File: src/rtl/fp_writeback_unit.sv
// FP writeback front end: buffers multiplier/adder results in small per-source
// FIFOs, arbitrates them round-robin onto the single register-file write port,
// and keeps a busy scoreboard of in-flight FP destinations for RAW stalls.
module fp_writeback_unit #(
   parameter int V     = 32,
   parameter int DEPTH = 2
) (
   input  logic         clk,
   input  logic         rst,
   input  logic         issue_valid,
   input  logic [4:0]   issue_rd,
   input  logic [4:0]   rsf1,
   input  logic [4:0]   rsf2,
   output logic         hazard1,
   output logic         hazard2,
   input  logic         mul_valid,
   output logic         mul_ready,
   input  logic [4:0]   mul_rd,
   input  logic [V-1:0] mul_data,
   input  logic         add_valid,
   output logic         add_ready,
   input  logic [4:0]   add_rd,
   input  logic [V-1:0] add_data,
   output logic         Reg_write,
   output logic [4:0]   wr_adder,
   output logic [V-1:0] wr_data,
   output logic [31:0]  busy
);

   localparam int AW   = $clog2(DEPTH);
   localparam int NSRC = 2;   // source 0 = multiplier, source 1 = adder

   logic [NSRC-1:0] src_valid;
   logic [NSRC-1:0] src_ready;
   logic [NSRC-1:0] src_nonempty;
   logic [NSRC-1:0] src_pop;
   logic [4:0]      src_rd    [NSRC];
   logic [V-1:0]    src_data  [NSRC];
   logic [4:0]      head_rd   [NSRC];
   logic [V-1:0]    head_data [NSRC];

   assign src_valid   = {add_valid, mul_valid};
   assign src_rd[0]   = mul_rd;
   assign src_rd[1]   = add_rd;
   assign src_data[0] = mul_data;
   assign src_data[1] = add_data;
   assign mul_ready   = src_ready[0];
   assign add_ready   = src_ready[1];

   genvar gi;
   generate
      for (gi = 0; gi < NSRC; gi++) begin : g_fifo
         // Extra MSB on each pointer separates full from empty.
         logic [AW:0]    wr_ptr_reg;
         logic [AW:0]    rd_ptr_reg;
         logic [4:0]     rd_mem   [DEPTH];
         logic [V-1:0]   data_mem [DEPTH];
         logic           full;
         logic           push;

         assign full = (wr_ptr_reg[AW] != rd_ptr_reg[AW]) &&
                       (wr_ptr_reg[AW-1:0] == rd_ptr_reg[AW-1:0]);
         assign src_nonempty[gi] = (wr_ptr_reg != rd_ptr_reg);
         // Full blocks acceptance even on a pop edge: no same-edge pass-through.
         assign src_ready[gi]    = !rst && !full;
         assign push             = src_valid[gi] && src_ready[gi];
         assign head_rd[gi]      = rd_mem[rd_ptr_reg[AW-1:0]];
         assign head_data[gi]    = data_mem[rd_ptr_reg[AW-1:0]];

         // Result storage; contents are don't-care while the pointers say empty.
         always_ff @(posedge clk) begin
            if (push) begin
               rd_mem[wr_ptr_reg[AW-1:0]]   <= src_rd[gi];
               data_mem[wr_ptr_reg[AW-1:0]] <= src_data[gi];
            end
         end

         // Pointer advance on push/pop; reset discards everything buffered.
         always_ff @(posedge clk or posedge rst) begin
            if (rst) begin
               wr_ptr_reg <= '0;
               rd_ptr_reg <= '0;
            end else begin
               if (push)
                  wr_ptr_reg <= wr_ptr_reg + 1'b1;
               if (src_pop[gi])
                  rd_ptr_reg <= rd_ptr_reg + 1'b1;
            end
         end
      end
   endgenerate

   // Round-robin state: 0 means the multiplier wins the next contested pop.
   logic rr_reg;
   logic both_pending;
   logic sel;
   logic pop_any;

   assign both_pending = &src_nonempty;
   assign pop_any      = |src_nonempty;
   assign sel          = both_pending ? rr_reg : src_nonempty[1];
   assign src_pop      = pop_any ? (sel ? 2'b10 : 2'b01) : 2'b00;

   logic         reg_write_reg;
   logic [4:0]   wr_adder_reg;
   logic [V-1:0] wr_data_reg;
   logic [31:0]  busy_reg;
   logic [31:0]  busy_next;

   // Pointer flips only when both sources competed for the port.
   always_ff @(posedge clk or posedge rst) begin
      if (rst)
         rr_reg <= 1'b0;
      else if (both_pending)
         rr_reg <= ~rr_reg;
   end

   // Write-port register: rd=0 results are consumed but never enabled.
   always_ff @(posedge clk or posedge rst) begin
      if (rst) begin
         reg_write_reg <= 1'b0;
         wr_adder_reg  <= '0;
         wr_data_reg   <= '0;
      end else if (pop_any) begin
         reg_write_reg <= (head_rd[sel] != 5'd0);
         wr_adder_reg  <= head_rd[sel];
         wr_data_reg   <= head_data[sel];
      end else begin
         reg_write_reg <= 1'b0;
      end
   end

   // Scoreboard update: clear on the capture edge, then set on issue so set wins.
   always_comb begin
      busy_next = busy_reg;
      if (reg_write_reg)
         busy_next[wr_adder_reg] = 1'b0;
      if (issue_valid && (issue_rd != 5'd0))
         busy_next[issue_rd] = 1'b1;
      busy_next[0] = 1'b0;
   end

   // Scoreboard register.
   always_ff @(posedge clk or posedge rst) begin
      if (rst)
         busy_reg <= '0;
      else
         busy_reg <= busy_next;
   end

   assign Reg_write = reg_write_reg;
   assign wr_adder  = wr_adder_reg;
   assign wr_data   = wr_data_reg;
   assign busy      = busy_reg;
   assign hazard1   = (rsf1 != 5'd0) && busy_reg[rsf1];
   assign hazard2   = (rsf2 != 5'd0) && busy_reg[rsf2];

endmodule
File: config.mk
export PLATFORM = sky130hd
export DESIGN_NAME = fp_writeback_unit
export DESIGN_NICKNAME = d
export VERILOG_FILES = /design/src/rtl/fp_writeback_unit.sv
export SDC_FILE = /design/constraint.sdc
export NUM_CORES = 1
export LEC_CHECK = 0
export ABC_AREA = 1
export CAP_MARGIN = 20
export CORE_UTILIZATION = 57
export CTS_BUF_LIST = sky130_fd_sc_hd__clkbuf_8 sky130_fd_sc_hd__clkbuf_16
export CTS_CLUSTER_DIAMETER = 120
export CTS_CLUSTER_SIZE = 25
export DETAILED_ROUTE_END_ITERATION = 12
export PLACE_DENSITY = 0.91
export SKIP_CTS_REPAIR_TIMING = 1
export SLEW_MARGIN = 20
export SYNTH_ARGS = -nofsm -noshare
export SYNTH_HDL_FRONTEND = slang
export SYNTH_SLANG_ARGS = --single-unit
export TNS_END_PERCENT = 100
File: constraint.sdc
create_clock -name clk -period 6.2 [get_ports clk]
set_clock_uncertainty 0.2 [all_clocks]
set_input_delay 1.24 -clock clk [delete_from_list [all_inputs] [get_ports clk]]
set_output_delay 1.24 -clock clk [all_outputs]
set_load 0.01 [all_outputs]
After elaboration in Yosys (flattened, before gate mapping)
Memory sizes are Yosys's and may differ from the RTL's.
Index checks and enable logic that the tools add are counted.
{"block": "op_classes", "muxes": 24, "eq_ne": 6, "order_cmp": 7, "n_reduce_logical": 20, "bitwise": 5, "add_sub_neg": 4}
{"op": "$mux 32", "count": 5}
{"op": "$and 32x32->32", "count": 1}
{"op": "$not 32->32", "count": 1}
{"op": "$or 32x32->32", "count": 1}
{"op": "$lt 5x6->1 const B", "count": 4}
{"op": "$reduce_bool 5->1", "count": 4}
{"op": "$mux 5", "count": 3}
{"op": "$logic_and 1x1->1", "count": 11}
{"op": "$bmux 1 s5", "count": 2}
{"op": "$demux 1 s5", "count": 2}
{"op": "$ge 5x1->1 const B", "count": 2}
{"op": "$mux 1", "count": 10}
{"op": "$add 2x1->2 const B", "count": 4}
{"op": "$mux 2", "count": 2}
{"op": "$ne 2x2->1", "count": 2}
{"op": "$logic_not 1->1", "count": 3}
{"op": "$eq 1x1->1", "count": 2}
{"op": "$ge 2x2->1 const B", "count": 1}
{"op": "$ne 1x1->1", "count": 2}
{"op": "$not 1->2", "count": 1}
{"op": "$reduce_and 2->1", "count": 1}
{"op": "$reduce_or 2->1", "count": 1}
{"op": "$not 1->1", "count": 1}
{"block": "word_totals", "mem_bits_rw": 148, "output_inout_bits": 74, "input_bits": 94, "regBits": 78, "word_cells": 79, "n_memories": 4}
{"name": "g_fifo[0].data_mem", "words": 2, "word_bits": 32, "rd": 1, "rd_ports_with_merged_regs": 0, "write_ports": 1, "line": "57", "source": "logic [V-1:0] data_mem [DEPTH];"}
{"name": "g_fifo[1].data_mem", "words": 2, "word_bits": 32, "rd": 1, "rd_ports_with_merged_regs": 0, "write_ports": 1, "line": "57"}
{"name": "g_fifo[0].rd_mem", "words": 2, "word_bits": 5, "rd": 1, "rd_ports_with_merged_regs": 0, "write_ports": 1, "line": "56", "source": "logic [4:0] rd_mem [DEPTH];"}
{"name": "g_fifo[1].rd_mem", "words": 2, "word_bits": 5, "rd": 1, "rd_ports_with_merged_regs": 0, "write_ports": 1, "line": "56"}

Longest topological paths before layout
Gate-level depths: netlist of run 1.
{"block": "depth", "depth_word": 9, "ltp_mapped": 13, "depth_no_buf": 11}

Worst setup path after synthesis of run 1
No wires, ideal clock.
{"block": "synth_path", "path_kind": "input to register", "startpoint": "input rst", "endpoint": "memory g_fifo[1].data_mem[1][0], enable pin", "cell_stages": 3, "arrival_time_ps": 3310, "path_buffers": 0, "slack_ps": 2256, "t_required_ps": 5566, "setup_time_ps": 434, "cell_sequence": "a31oi_1 -> nand2_1 -> nor2_1"}
{"block": "synth_between", "elab_chain_cells": 5}
{"element": "from (decl)", "line": "9", "source": "input logic rst,"}
{"element": "$logic_not 1->1 (no line)"}
{"element": "$logic_and 1x1->1", "line": "65", "source": "assign src_ready[gi] = !rst && !full;"}
{"element": "$logic_and 1x1->1", "line": "66", "source": "assign push = src_valid[gi] && src_ready[gi];"}
{"element": "$mux 1", "line": "72", "source": "if (push) begin"}
{"element": "$mux 1 (implied by the code)", "line": "74", "source": "data_mem[wr_ptr_reg[AW-1:0]] <= src_data[gi];"}
{"element": "to (decl)", "line": "57"}
Every way passes these cells.

Final worst setup path of run 1
{"block": "layout_path", "startpoint": "input rsf1[0]", "endpoint": "output hazard1"}
{"block": "layout_between", "elab_chain_cells": 3, "word_cells_on_any_way": 4, "cone_classes": "2 x mux; 2 x reduce/logical"}
{"element": "from (decl)", "line": "12", "source": "input logic [4:0] rsf1,"}
{"element": "$bmux 1 s5", "line": "155", "source": "assign hazard1 = (rsf1 != 5'd0) && busy_reg[rsf1];"}
{"element": "$mux 1 (implied by the code)", "line": "155"}
{"element": "$logic_and 1x1->1 *", "line": "155"}
{"element": "to (decl)", "line": "14", "source": "output logic hazard1,"}
Every way passes the cells marked *; elsewhere a longest branch is shown, timed or not. The select of a mux whose other input is x is not followed.

==> results of run 1 <==
==> routing by layer <==
| layer | GRT usage (%) | part of all wire [%] | up-vias |
|---|---|---|---|
| met5 | 0 | 0 | - |
| met4 | 12.0 | 3.2 | 0 |
| met3 | 5.33 | 9.8 | 68 |
| met2 | 51.1 | 50 | 449 |
| met1 | 35.5 | 37 | 3555 |
| li1 | - | - | 3349 |
==> final cells by class <==
| cell class | count | area [um^2] | area share, % |
|---|---|---|---|
| Timing Repair Buffer | 175 | 1780 | 15.2 |
| Tap cell | 216 | 270 | 2.30 |
| Clock inverter | 9 | 78.8 | 0.671 |
| Sequential cell | 226 | 6400 | 54.5 |
| Antenna cell | 1 | 2.50 | 0.0213 |
| Inverter | 57 | 215 | 1.83 |
| Clock buffer | 13 | 325 | 2.77 |
| Multi-Input combinational cell | 575 | 2680 | 22.8 |
==> worst max-delay path: cells and delay by family <==
family / cells / cell delay, ns
buffers and inverters: 3 / 1.35
and+or+nand+nor: 4 / 0.75
AOI/OAI and AO/OA: 2 / 0.24
==> metrics by stage <==
step | std cells | instance area (um^2) | util [%] | total power, W | setup slack (ns)
finish | 1272 | 11700 | 73.4 | 0.00570 | 1.17
global route | 1272 | 11700 | 73.4 | 0.00604 | 0.997
CTS | 1270 | 11700 | 73.2 | 0.00564 | 1.20
detailed placement | 1248 | 11300 | 70.7 | 0.00474 | 1.21
global placement | 1246 | 11300 | 70.4 | 0.00461 | 1.33
floorplan | 891 | 9410 | - | 0.00368 | 2.26
==> logic make-up after synthesis <==
logic type | share of synthesized area (%)
buffers and inverters | 3.93
other | 0.0398
flip-flops | 67.9
multiplexers | 0.532
AO/OA/AOI/OAI | 10.0
AND/OR/NAND/NOR | 16.7
XOR/XNOR | 0.837
==> power by group <==
part	switching, W	internal, W	leakage (nW)
logic	0.00145	0.000966	2.11
clock network	0.000479	0.000418	0.221
registers	0.000345	0.00205	2.25
total	0.00227	0.00343	4.58
==> how the worst max path moves through the flow <==
stage	startpoint	end
3_5_place_dp	rsf1[0]	hazard1
6_report	rsf1[0]	hazard1
2_1_floorplan	rst	g_fifo[1].data_mem[1][0]
4_1_cts	rsf1[0]	hazard1
5_1_grt	rsf1[0]	hazard1
3_3_place_gp	rsf1[0]	hazard1
==> placed cells by master (no fill, tap or decap), types with 2 or more instances in the layout <==
cell and instances:
sky130_fd_sc_hd__a21oi_1 17, sky130_fd_sc_hd__a22oi_1 2, sky130_fd_sc_hd__a31oi_1 2, sky130_fd_sc_hd__buf_16 2, sky130_fd_sc_hd__buf_4 6, sky130_fd_sc_hd__clkbuf_16 13
sky130_fd_sc_hd__clkdlybuf4s50_1 166, sky130_fd_sc_hd__dfrtp_1 77, sky130_fd_sc_hd__edfxtp_1 148, sky130_fd_sc_hd__inv_1 57, sky130_fd_sc_hd__inv_2 4, sky130_fd_sc_hd__mux2i_1 5
sky130_fd_sc_hd__nand2_1 176, sky130_fd_sc_hd__nand2_2 3, sky130_fd_sc_hd__nand3_1 57, sky130_fd_sc_hd__nand4_1 2, sky130_fd_sc_hd__nor2_1 130, sky130_fd_sc_hd__nor2_4 5
sky130_fd_sc_hd__nor3_1 8, sky130_fd_sc_hd__o211ai_1 5, sky130_fd_sc_hd__o21ai_0 122, sky130_fd_sc_hd__o21ai_1 13, sky130_fd_sc_hd__o221ai_1 3, sky130_fd_sc_hd__o31ai_1 8
sky130_fd_sc_hd__xor2_1 9
==> Flow_metrics.wiki, run 1 <==
{| class="wikitable"
! Metric !! Value
|-
| Antenna violations before repair || 3
|-
| R2R depth || 8
|-
| Crit Path Category || in -> out
|-
| Nets in the synthesized netlist || 985
|-
| Worst voltage drop across the vdd grid || around 0.31 mV
|-
| Share of cells above drive strength 1 || between 4 and 5%
|-
| Number of remaining DRC errors || 0
|-
| CP dominant cell by count || sky130_fd_sc_hd__nor2_1
|-
| DRT antenna net count || 0
|-
| Via count of the routed design || between 7000 and 8000
|-
| Slew at the pin closest to its max-slew limit || 0.927 ns
|-
| GRT overflow || 0
|-
| Max clock buf depth || 3
|-
| Register area share after synthesis || between 60 and 70%
|-
| Count of final max-slew check failures || 0
|-
| Total half-perimeter wirelength after legalization and detailed placement || ~16 mm
|-
| Average instance area after synthesis || about 11 um^2
|-
| Tightest Hold Check Type || reg -> reg
|-
| Post-synth top cells || sky130_fd_sc_hd__nand2_1, sky130_fd_sc_hd__edfxtp_1, sky130_fd_sc_hd__nor2_1, sky130_fd_sc_hd__o21ai_0, sky130_fd_sc_hd__dfrtp_1
|-
| Clock tree from TritonCTS || built
|-
| Root buffer selected by CTS || sky130_fd_sc_hd__clkbuf_16
|-
| Largest fanout on the critical path || 19
|-
| Worst path cell trace || clkdlybuf4s50_1 > nor2_1 > inv_1 > o221ai_1 > nor2_1 > nor2_1 > o21ai_0 > nand2_1 > clkdlybuf4s50_1
|-
| H-tree depth || 1
|-
| Core region area || ~16000 um^2
|-
| Worst reg2reg path startpoint || g_fifo[0].rd_ptr_reg[0]
|-
| Routed WL per cell || approximately 19 um
|-
| Row count || 46
|-
| Tightest slew margin relative to the limit || about two fifths
|-
| Worst-path cell with the longest stage delay || sky130_fd_sc_hd__clkdlybuf4s50_1
|-
| Final Hold Violating Endpoints || 0
|-
| TritonCTS Buffers || 13
|-
| I/O pin count || around 170
|-
| Final estimated routing congestion in global placement || around 0.93
|-
| Post-synth EDFFs || 148
|-
| Leakage power total || ~4.6 nW
|-
| Vias in the first global route || 7301
|-
| Layout overhead on the synthesized area || 24.8%
|-
| Worst slack on hold paths || approximately 0.3 ns
|-
| Ys flop type || sky130_fd_sc_hd__edfxtp_1
|-
| Quantity of I/O buffers inserted on ports || roughly 170
|-
| Clk Latency, worst-skew pair || around 0.48 ns
|-
| Floorplan die area || around 17000 um^2
|-
| Vias per Instance || about 5.8
|-
| Global Route Usage Sum || between 20 and 30%
|-
| Data arrival at the endpoint of the critical path || about 3.6 ns
|-
| Top achievable clock speed || 0.199 GHz
|-
| Die width || ~130 um
|-
| Gate count of the mapped netlist || about 890
|-
| RR Endpoint || wr_data[1]
|-
| Library cell occupying the most area in the post-synthesis netlist || sky130_fd_sc_hd__edfxtp_1
|-
| Worst Setup Start Kind || input port
|-
| Portion of the clock cycle consumed by the worst path in the final layout || approximately 81%
|-
| Result of the run || finished, final reports clean
|-
| Initial Utilization || around three fifths
|-
| Max-cap viol count || 0
|-
| Endpoint with the worst hold slack || wr_data[22]
|-
| Pin count of the biggest net entering global routing || 47
|-
| Power Density || between 400 and 500 nW/um^2
|-
| Wire length of the first global-routing pass || around 37 mm
|-
| Number of sinks on the clock net || around 230
|-
| Setup repair after global routing missed its margin || false
|-
| Count leader, synth || sky130_fd_sc_hd__nand2_1
|-
| Largest incremental delay on the critical path || just over 0.7 ns
|-
| Kind of capture point of the worst setup path || output pin
|-
| Total length of routed wires || around 24 mm
|-
| Synthesis Warnings || 0
|-
| Total of fill cells in the finished design || approximately 1100
|-
| DIE HEIGHT || between 100 and 150 um
|-
| Worst hold stages || 2
|-
| Distinct cell type count after synthesis || 34
|-
| Minimum clock period after layout || between 5 and 6 ns
|-
| Proportion of netlist area held by the largest area contributor || 47.2%
|-
| Largest cells by area after synthesis || sky130_fd_sc_hd__edfxtp_1, sky130_fd_sc_hd__dfrtp_1, sky130_fd_sc_hd__nand2_1, sky130_fd_sc_hd__o21ai_0, sky130_fd_sc_hd__nor2_1
|-
| Number of DRC markers in iteration 0 || between 700 and 800
|-
| Number of nets at the end of the flow || about 1100
|-
| Count of final setup violators || 0
|-
| Share of flip-flops with an asynchronous set or reset after synthesis || between 30 and 40%
|-
| Setup tns final || 0 ns
|-
| Flip-flop count of the largest register, all copies and words added || around 130
|-
| Iteration count of the initial detailed-routing pass || 5
|-
| Number of storage elements in the synthesis netlist || 226
|-
| Start point of the worst hold path || wr_data[22]
|-
| Netlist Area Pre-Place || about 9400 um^2
|-
| Required time of the worst setup path || about 4.8 ns
|-
| Minimum setup slack among reg-to-reg paths || 2.63 ns
|-
| CTS clk-pin slew, worst paths || around 0.090 ns
|}
No activity file was read; power rests on OpenSTA's default activity.
==> inputs of run 2 (changes only) <==
CORE_UTILIZATION = 48   (was 57)
PLACE_DENSITY = 0.82   (was 0.91)
clock period = 4.1 ns   (was 6.2 ns; I/O delays follow)
==> run 2 against run 1 <==
Net effect: power is 50% higher; core utilization is 11 points lower; die area is 18% higher; clock power is 48% higher; cell count is 3.9% higher; critical path depth is 2 higher; critical path type unchanged; largest power group is now registers; highest routed layer is now met5.
==> Flow_metrics.wiki, run 2 (synthesis gave the netlist of run 1 again) <==
{| class="wikitable"
! Metric !! Value
|-
| I/O pin count || 168 (unchanged)
|-
| Row count || 50 (was 46)
|-
| Clk Latency, worst-skew pair || 0.48 ns (about the same)
|-
| Number of DRC markers in iteration 0 || 604 (was 739)
|-
| Routed WL per cell || 18.6 um (was 19.1 um)
|-
| Quantity of I/O buffers inserted on ports || 166 (unchanged)
|-
| Clock tree from TritonCTS || built (unchanged)
|-
| Largest fanout on the critical path || 10 (was 19)
|-
| Top library cells by usage in the layout, fill and taps aside || sky130_fd_sc_hd__nand2_1, sky130_fd_sc_hd__clkdlybuf4s50_1, sky130_fd_sc_hd__edfxtp_1 (unchanged)
|-
| Tightest Hold Check Type || reg -> reg (unchanged)
|-
| Initial Utilization || 49.7% (was 58.8%)
|-
| Count of final setup violators || 0 (unchanged)
|-
| Iteration count of the initial detailed-routing pass || 7 (was 5)
|-
| Worst voltage drop across the vdd grid || 0.485 mV (was 0.314 mV)
|-
| Root buffer selected by CTS || sky130_fd_sc_hd__clkbuf_16 (unchanged)
|-
| Leakage power total || 4.58 nW (about the same)
|-
| Top achievable clock speed || 0.255 GHz
|-
| Setup tns final || 0 ns (unchanged)
|-
| Flip-flop count of the largest register, all copies and words added || 128 (unchanged)
|-
| Slew at the pin closest to its max-slew limit || 0.950 ns (was 0.927 ns)
|-
| Number of remaining DRC errors || 0 (unchanged)
|-
| Data arrival at the endpoint of the critical path || 2.91 ns (was 3.59 ns)
|-
| Minimum clock period after layout || between 3 and 4 ns
|-
| Antenna violations before repair || 2 (was 3)
|-
| R2R depth || 9 (was 8)
|-
| Pin count of the biggest net entering global routing || 79 (was 47)
|-
| Total half-perimeter wirelength after legalization and detailed placement || 16.6 mm (was 15.8 mm)
|-
| Result of the run || finished, final reports clean (unchanged)
|-
| Vias in the first global route || 7230 (was 7301)
|-
| Total of fill cells in the finished design || 1453 (was 1089)
|-
| Setup repair after global routing missed its margin || false (unchanged)
|-
| Wire length of the first global-routing pass || 37.7 mm (was 37.2 mm)
|-
| Floorplan die area || 20200 um^2 (was 17000 um^2)
|-
| Post-layout util || 62.3% (was 73.4%)
|-
| Count of final max-slew check failures || 0 (unchanged)
|-
| Crit Path Category || in -> out (unchanged)
|-
| Core region area || 19000 um^2 (was 16000 um^2)
|-
| H-tree depth || 1 (unchanged)
|-
| Tightest slew margin relative to the limit || 36.7% (was 38.2%)
|-
| Final Hold Violating Endpoints || 0 (unchanged)
|-
| Number of sinks on the clock net || 226 (unchanged)
|-
| DIE HEIGHT || 142 um (was 131 um)
|-
| Share of cells above drive strength 1 || 4.62% (was 4.17%)
|-
| Power Density || 724 nW/um^2 (was 485 nW/um^2)
|-
| Commonest non-fill, non-tap cell in the layout || sky130_fd_sc_hd__nand2_1 (unchanged)
|-
| Required time of the worst setup path || 3.08 ns (was 4.76 ns)
|-
| Max clock buf depth || 3 (unchanged)
|-
| Max-cap viol count || 0 (unchanged)
|-
| Die width || 142 um (was 131 um)
|-
| Worst Setup Start Kind || input port (unchanged)
|-
| GRT overflow || 0 (unchanged)
|-
| Global Route Usage Sum || 24.4% (was 29.1%)
|-
| Portion of the clock cycle consumed by the worst path in the final layout || a little over nine tenths
|-
| Total length of routed wires || 24.6 mm (was 24.2 mm)
|-
| Layout overhead on the synthesized area || 25.4% (was 24.8%)
|-
| Number of nets at the end of the flow || 1147 (was 1142)
|-
| Final estimated routing congestion in global placement || 0.892 (was 0.929)
|-
| Worst hold stages || 2 (unchanged)
|-
| Via count of the routed design || 7268 (was 7421)
|-
| CTS clk-pin slew, worst paths || 0.10 ns (was 0.09 ns)
|-
| Kind of capture point of the worst setup path || output pin (unchanged)
|-
| TritonCTS Buffers || 13 (unchanged)
|-
| Vias per Instance || 5.50 (was 5.83)
|-
| DRT antenna net count || 0 (unchanged)
|}
[run 2: area by class of cell]
cell class              instances  area, um^2  area share, %
diodes                          1        2.50         0.0212
clock inverters                 9        65.1          0.551
inverters                      57         215           1.82
flip-flops and latches        226        6400           54.2
multi-input cells             575        2680           22.7
clock buffers                  13         325           2.76
repair buffers                180        1790           15.2
well taps                     260         325           2.76
[run 2: power by group]
| part | leakage, nW | internal, W | switching (W) |
|---|---|---|---|
| clock | 0.213 | 0.000601 | 0.000727 |
| sequential | 2.25 | 0.00310 | 0.000514 |
| combinational | 2.12 | 0.00143 | 0.00218 |
[run 2: per-stage QoR]
step	total power [W]	hold slack, ns	worst slack (ns)	std cells	instance area (um^2)
final	0.00855	0.287	0.172	1321	11800
after global placement	0.00713	0.266	0.186	1298	11400
after floorplan	0.00556	0.263	0.576	891	9410
after detailed placement	0.00726	0.265	0.188	1298	11400
after global routing	0.00907	0.326	0.0276	1320	11800
after CTS	0.00857	0.290	0.173	1320	11800
[run 2: metal layers]
metal,vias up,track usage [%],wire length [um]
met4,2,9.11,589
met5,-,0,17
li1,3356,-,-
met2,334,42.7,12200
met1,3531,29.9,9710
met3,45,4.95,2020
[run 2: worst max-delay path, cell delays in order]
cell and delay (ns):
sky130_fd_sc_hd__clkdlybuf4s50_1 0.53, sky130_fd_sc_hd__clkinv_1 0.27, sky130_fd_sc_hd__nand2_1 0.24, sky130_fd_sc_hd__o21ai_0 0.11
sky130_fd_sc_hd__a21oi_1 0.12, sky130_fd_sc_hd__o21ai_0 0.09, sky130_fd_sc_hd__nand2_1 0.08, sky130_fd_sc_hd__nand2_1 0.05
sky130_fd_sc_hd__nand2_1 0.05, sky130_fd_sc_hd__nand2_1 0.06, sky130_fd_sc_hd__clkdlybuf4s50_1 0.48
[run 2: worst paths after layout]
check | from | to | slack, ns
min in group asynchronous | rst | wr_data[0] | 0.67
worst min-delay path | wr_data[23] | wr_data[23] | 0.29
max in group asynchronous | rst | g_fifo[1].rd_ptr_reg[0] | 2.68
worst min register to register | wr_data[23] | wr_data[23] | 0.29
worst max-delay path | rsf1[1] | hazard1 | 0.17
worst max register to register | g_fifo[0].rd_ptr_reg[0] | wr_data[21] | 1.21
==> inputs of run 3 (changes only) <==
SETUP_SLACK_MARGIN = 0.15   (was default)
==> run 3 against run 2 <==
Net effect: power down 0.14%; sequential power about the same; wire length down 0.48%; combinational power about the same; count of clock-buffer cells in the layout unchanged; sequential cell count unchanged; critical path type unchanged; largest power group unchanged.
==> Flow_metrics.wiki, run 3 (synthesis gave the netlist of run 1 again) <==
{| class="wikitable"
! Metric !! Value
|-
| Placed standard-cell area || 11400 um^2 (unchanged)
|-
| TritonCTS Buffers || 13 (unchanged)
|-
| CP dominant cell by count || sky130_fd_sc_hd__nand2_1 (unchanged)
|-
| I/O pin count || 168 (unchanged)
|-
| Final estimated routing congestion in global placement || 0.892 (unchanged)
|-
| Required time of the worst setup path || 3.08 ns (about the same)
|-
| Tightest slew margin relative to the limit || 36.2% (was 36.7%)
|-
| Minimum clock period after layout || 3.78 ns (was 3.93 ns)
|-
| Post-layout util || 62.4% (was 62.3%)
|-
| DRT antenna net count || 0 (unchanged)
|-
| Total non-filler cell area in the finished layout || 11800 um^2 (about the same)
|-
| Quantity of I/O buffers inserted on ports || 166 (unchanged)
|-
| Total half-perimeter wirelength after legalization and detailed placement || 16.6 mm (unchanged)
|-
| Placed cell count || 1298 (unchanged)
|-
| Setup repair after global routing missed its margin || false (unchanged)
|-
| Core region area || 19000 um^2 (unchanged)
|-
| Number of nets at the end of the flow || 1148 (was 1147)
|-
| Largest incremental delay on the critical path || 0.52 ns (was 0.53 ns)
|-
| Layout overhead on the synthesized area || 25.6% (was 25.4%)
|-
| Wire length of the first global-routing pass || 37.7 mm (unchanged)
|-
| Crit Path Category || in -> out (unchanged)
|-
| Tightest Hold Check Type || reg -> reg (unchanged)
|-
| Worst path cell trace || clkdlybuf4s50_1 > inv_1 > nand2_2 > inv_1 > a22oi_1 > nand2_1 > nand3_1 > nand3_1 > nand2_1 > nand2_1 > clkdlybuf4s50_1 (was clkdlybuf4s50_1 > clkinv_1 > nand2_1 > o21ai_0 > a21oi_1 > o21ai_0 > nand2_1 > nand2_1 > nand2_1 > nand2_1 > clkdlybuf4s50_1)
|-
| Worst-path cell with the longest stage delay || sky130_fd_sc_hd__clkdlybuf4s50_1 (unchanged)
|-
| Total of fill cells in the finished design || 1456 (was 1453)
|-
| Number of sinks on the clock net || 226 (unchanged)
|-
| DIE HEIGHT || 142 um (unchanged)
|-
| Power Density || 722 nW/um^2 (was 724 nW/um^2)
|-
| Final non-filler cell total || 1322 (was 1321)
|-
| Iteration count of the initial detailed-routing pass || 5 (was 7)
|-
| Total length of routed wires || 24.5 mm (was 24.6 mm)
|-
| Final Hold Violating Endpoints || 0 (unchanged)
|-
| H-tree depth || 1 (unchanged)
|-
| Result of the run || finished, final reports clean (unchanged)
|-
| Data arrival at the endpoint of the critical path || 2.76 ns (was 2.91 ns)
|-
| Kind of capture point of the worst setup path || output pin (unchanged)
|-
| Initial Utilization || 49.7% (unchanged)
|-
| Setup tns final || 0 ns (unchanged)
|-
| Multi-input combinational cell area || 2690 um^2 (was 2680 um^2)
|-
| Commonest non-fill, non-tap cell in the layout || sky130_fd_sc_hd__nand2_1 (unchanged)
|-
| Pin count of the biggest net entering global routing || 79 (unchanged)
|-
| Count of final max-slew check failures || 0 (unchanged)
|-
| Max clock buf depth || 3 (unchanged)
|-
| Number of DRC markers in iteration 0 || 596 (was 604)
|-
| CTS clk-pin slew, worst paths || 0.10 ns (about the same)
|-
| Slew at the pin closest to its max-slew limit || 0.957 ns (was 0.950 ns)
|-
| Largest fanout on the critical path || 6 (was 10)
|-
| Top achievable clock speed || 0.264 GHz (was 0.255 GHz)
|-
| Count of final setup violators || 0 (unchanged)
|-
| Worst Setup Start Kind || input port (unchanged)
|-
| Antenna violations before repair || 2 (unchanged)
|-
| Via count of the routed design || 7284 (was 7268)
|-
| Portion of the clock cycle consumed by the worst path in the final layout || 92.3% (was 95.8%)
|-
| Root buffer selected by CTS || sky130_fd_sc_hd__clkbuf_16 (unchanged)
|-
| Routed WL per cell || 18.5 um (was 18.6 um)
|-
| Leakage power total || 4.61 nW (was 4.58 nW)
|-
| Floorplan die area || 20200 um^2 (unchanged)
|-
| Global Route Usage Sum || 24.4% (unchanged)
|-
| Number of remaining DRC errors || 0 (unchanged)
|-
| Share of cells above drive strength 1 || 5.18% (was 4.62%)
|-
| Worst voltage drop across the vdd grid || 0.485 mV (about the same)
|-
| Vias per Instance || 5.51 (was 5.50)
|-
| Clock tree from TritonCTS || built (unchanged)
|-
| Top library cells by usage in the layout, fill and taps aside || sky130_fd_sc_hd__nand2_1, sky130_fd_sc_hd__clkdlybuf4s50_1, sky130_fd_sc_hd__edfxtp_1 (unchanged)
|-
| Vias in the first global route || 7230 (unchanged)
|-
| Flip-flop count of the largest register, all copies and words added || 128 (unchanged)
|-
| GRT overflow || 0 (unchanged)
|-
| Max-cap viol count || 0 (unchanged)
|-
| Clk Latency, worst-skew pair || 0.48 ns (about the same)
|-
| Die width || 142 um (unchanged)
|-
| Row count || 50 (unchanged)
|-
| Area occupied by registers || 6400 um^2 (unchanged)
|}
==> run 3: stage by stage <==
stage | setup WS, ns | hold WS, ns | power [W]
global route | 0.183 | 0.326 | 0.00908
global placement | 0.186 | 0.266 | 0.00713
floorplan | 0.576 | 0.263 | 0.00556
detailed placement | 0.188 | 0.265 | 0.00726
finish | 0.317 | 0.286 | 0.00854
CTS | 0.173 | 0.290 | 0.00857
==> run 3: path summary, 6_finish.rpt <==
path / startpoint / endpoint / slack [ns] / depth (start not counted)
worst max-delay path: rsf2[1] / hazard2 / 0.32 / 11
worst min-delay path: wr_data[23] / wr_data[23] / 0.29 / 2
worst max register to register: g_fifo[0].rd_ptr_reg[0] / wr_data[21] / 1.20 / 9
worst min register to register: wr_data[23] / wr_data[23] / 0.29 / 2
max in group asynchronous: rst / g_fifo[1].rd_ptr_reg[0] / 2.68 / 3
min in group asynchronous: rst / wr_data[0] / 0.65 / 3
==> run 3: worst max-delay path, delay by kind of cell <==
kind / cells / cell delay, ns
AOI/OAI and AO/OA: 1 / 0.08
buffers and inverters: 4 / 1.38
and+or+nand+nor: 6 / 0.47
==> run 3: routing by layer <==
metal / routed length (um) / GRT usage (%) / vias to the layer above
met5: 17 / 0 / -
met2: 12200 / 42.7 / 300
met1: 9750 / 29.9 / 3574
met4: 611 / 9.11 / 2
li1: - / - / 3363
met3: 1850 / 4.95 / 45
==> run 3: area by class of cell <==
cell class | count | share of cell area, %
multi-input cells | 575 | 22.7
clock inverters | 9 | 0.550
repair buffers | 181 | 15.3
diodes | 1 | 0.0212
inverters | 57 | 1.85
well taps | 260 | 2.75
flip-flops and latches | 226 | 54.1
clock buffers | 13 | 2.75
==> run 3: where the power goes <==
part	switching, W	internal, W
clock	0.000719	0.000600
sequential	0.000513	0.00310
combinational	0.00218	0.00143
total	0.00341	0.00513
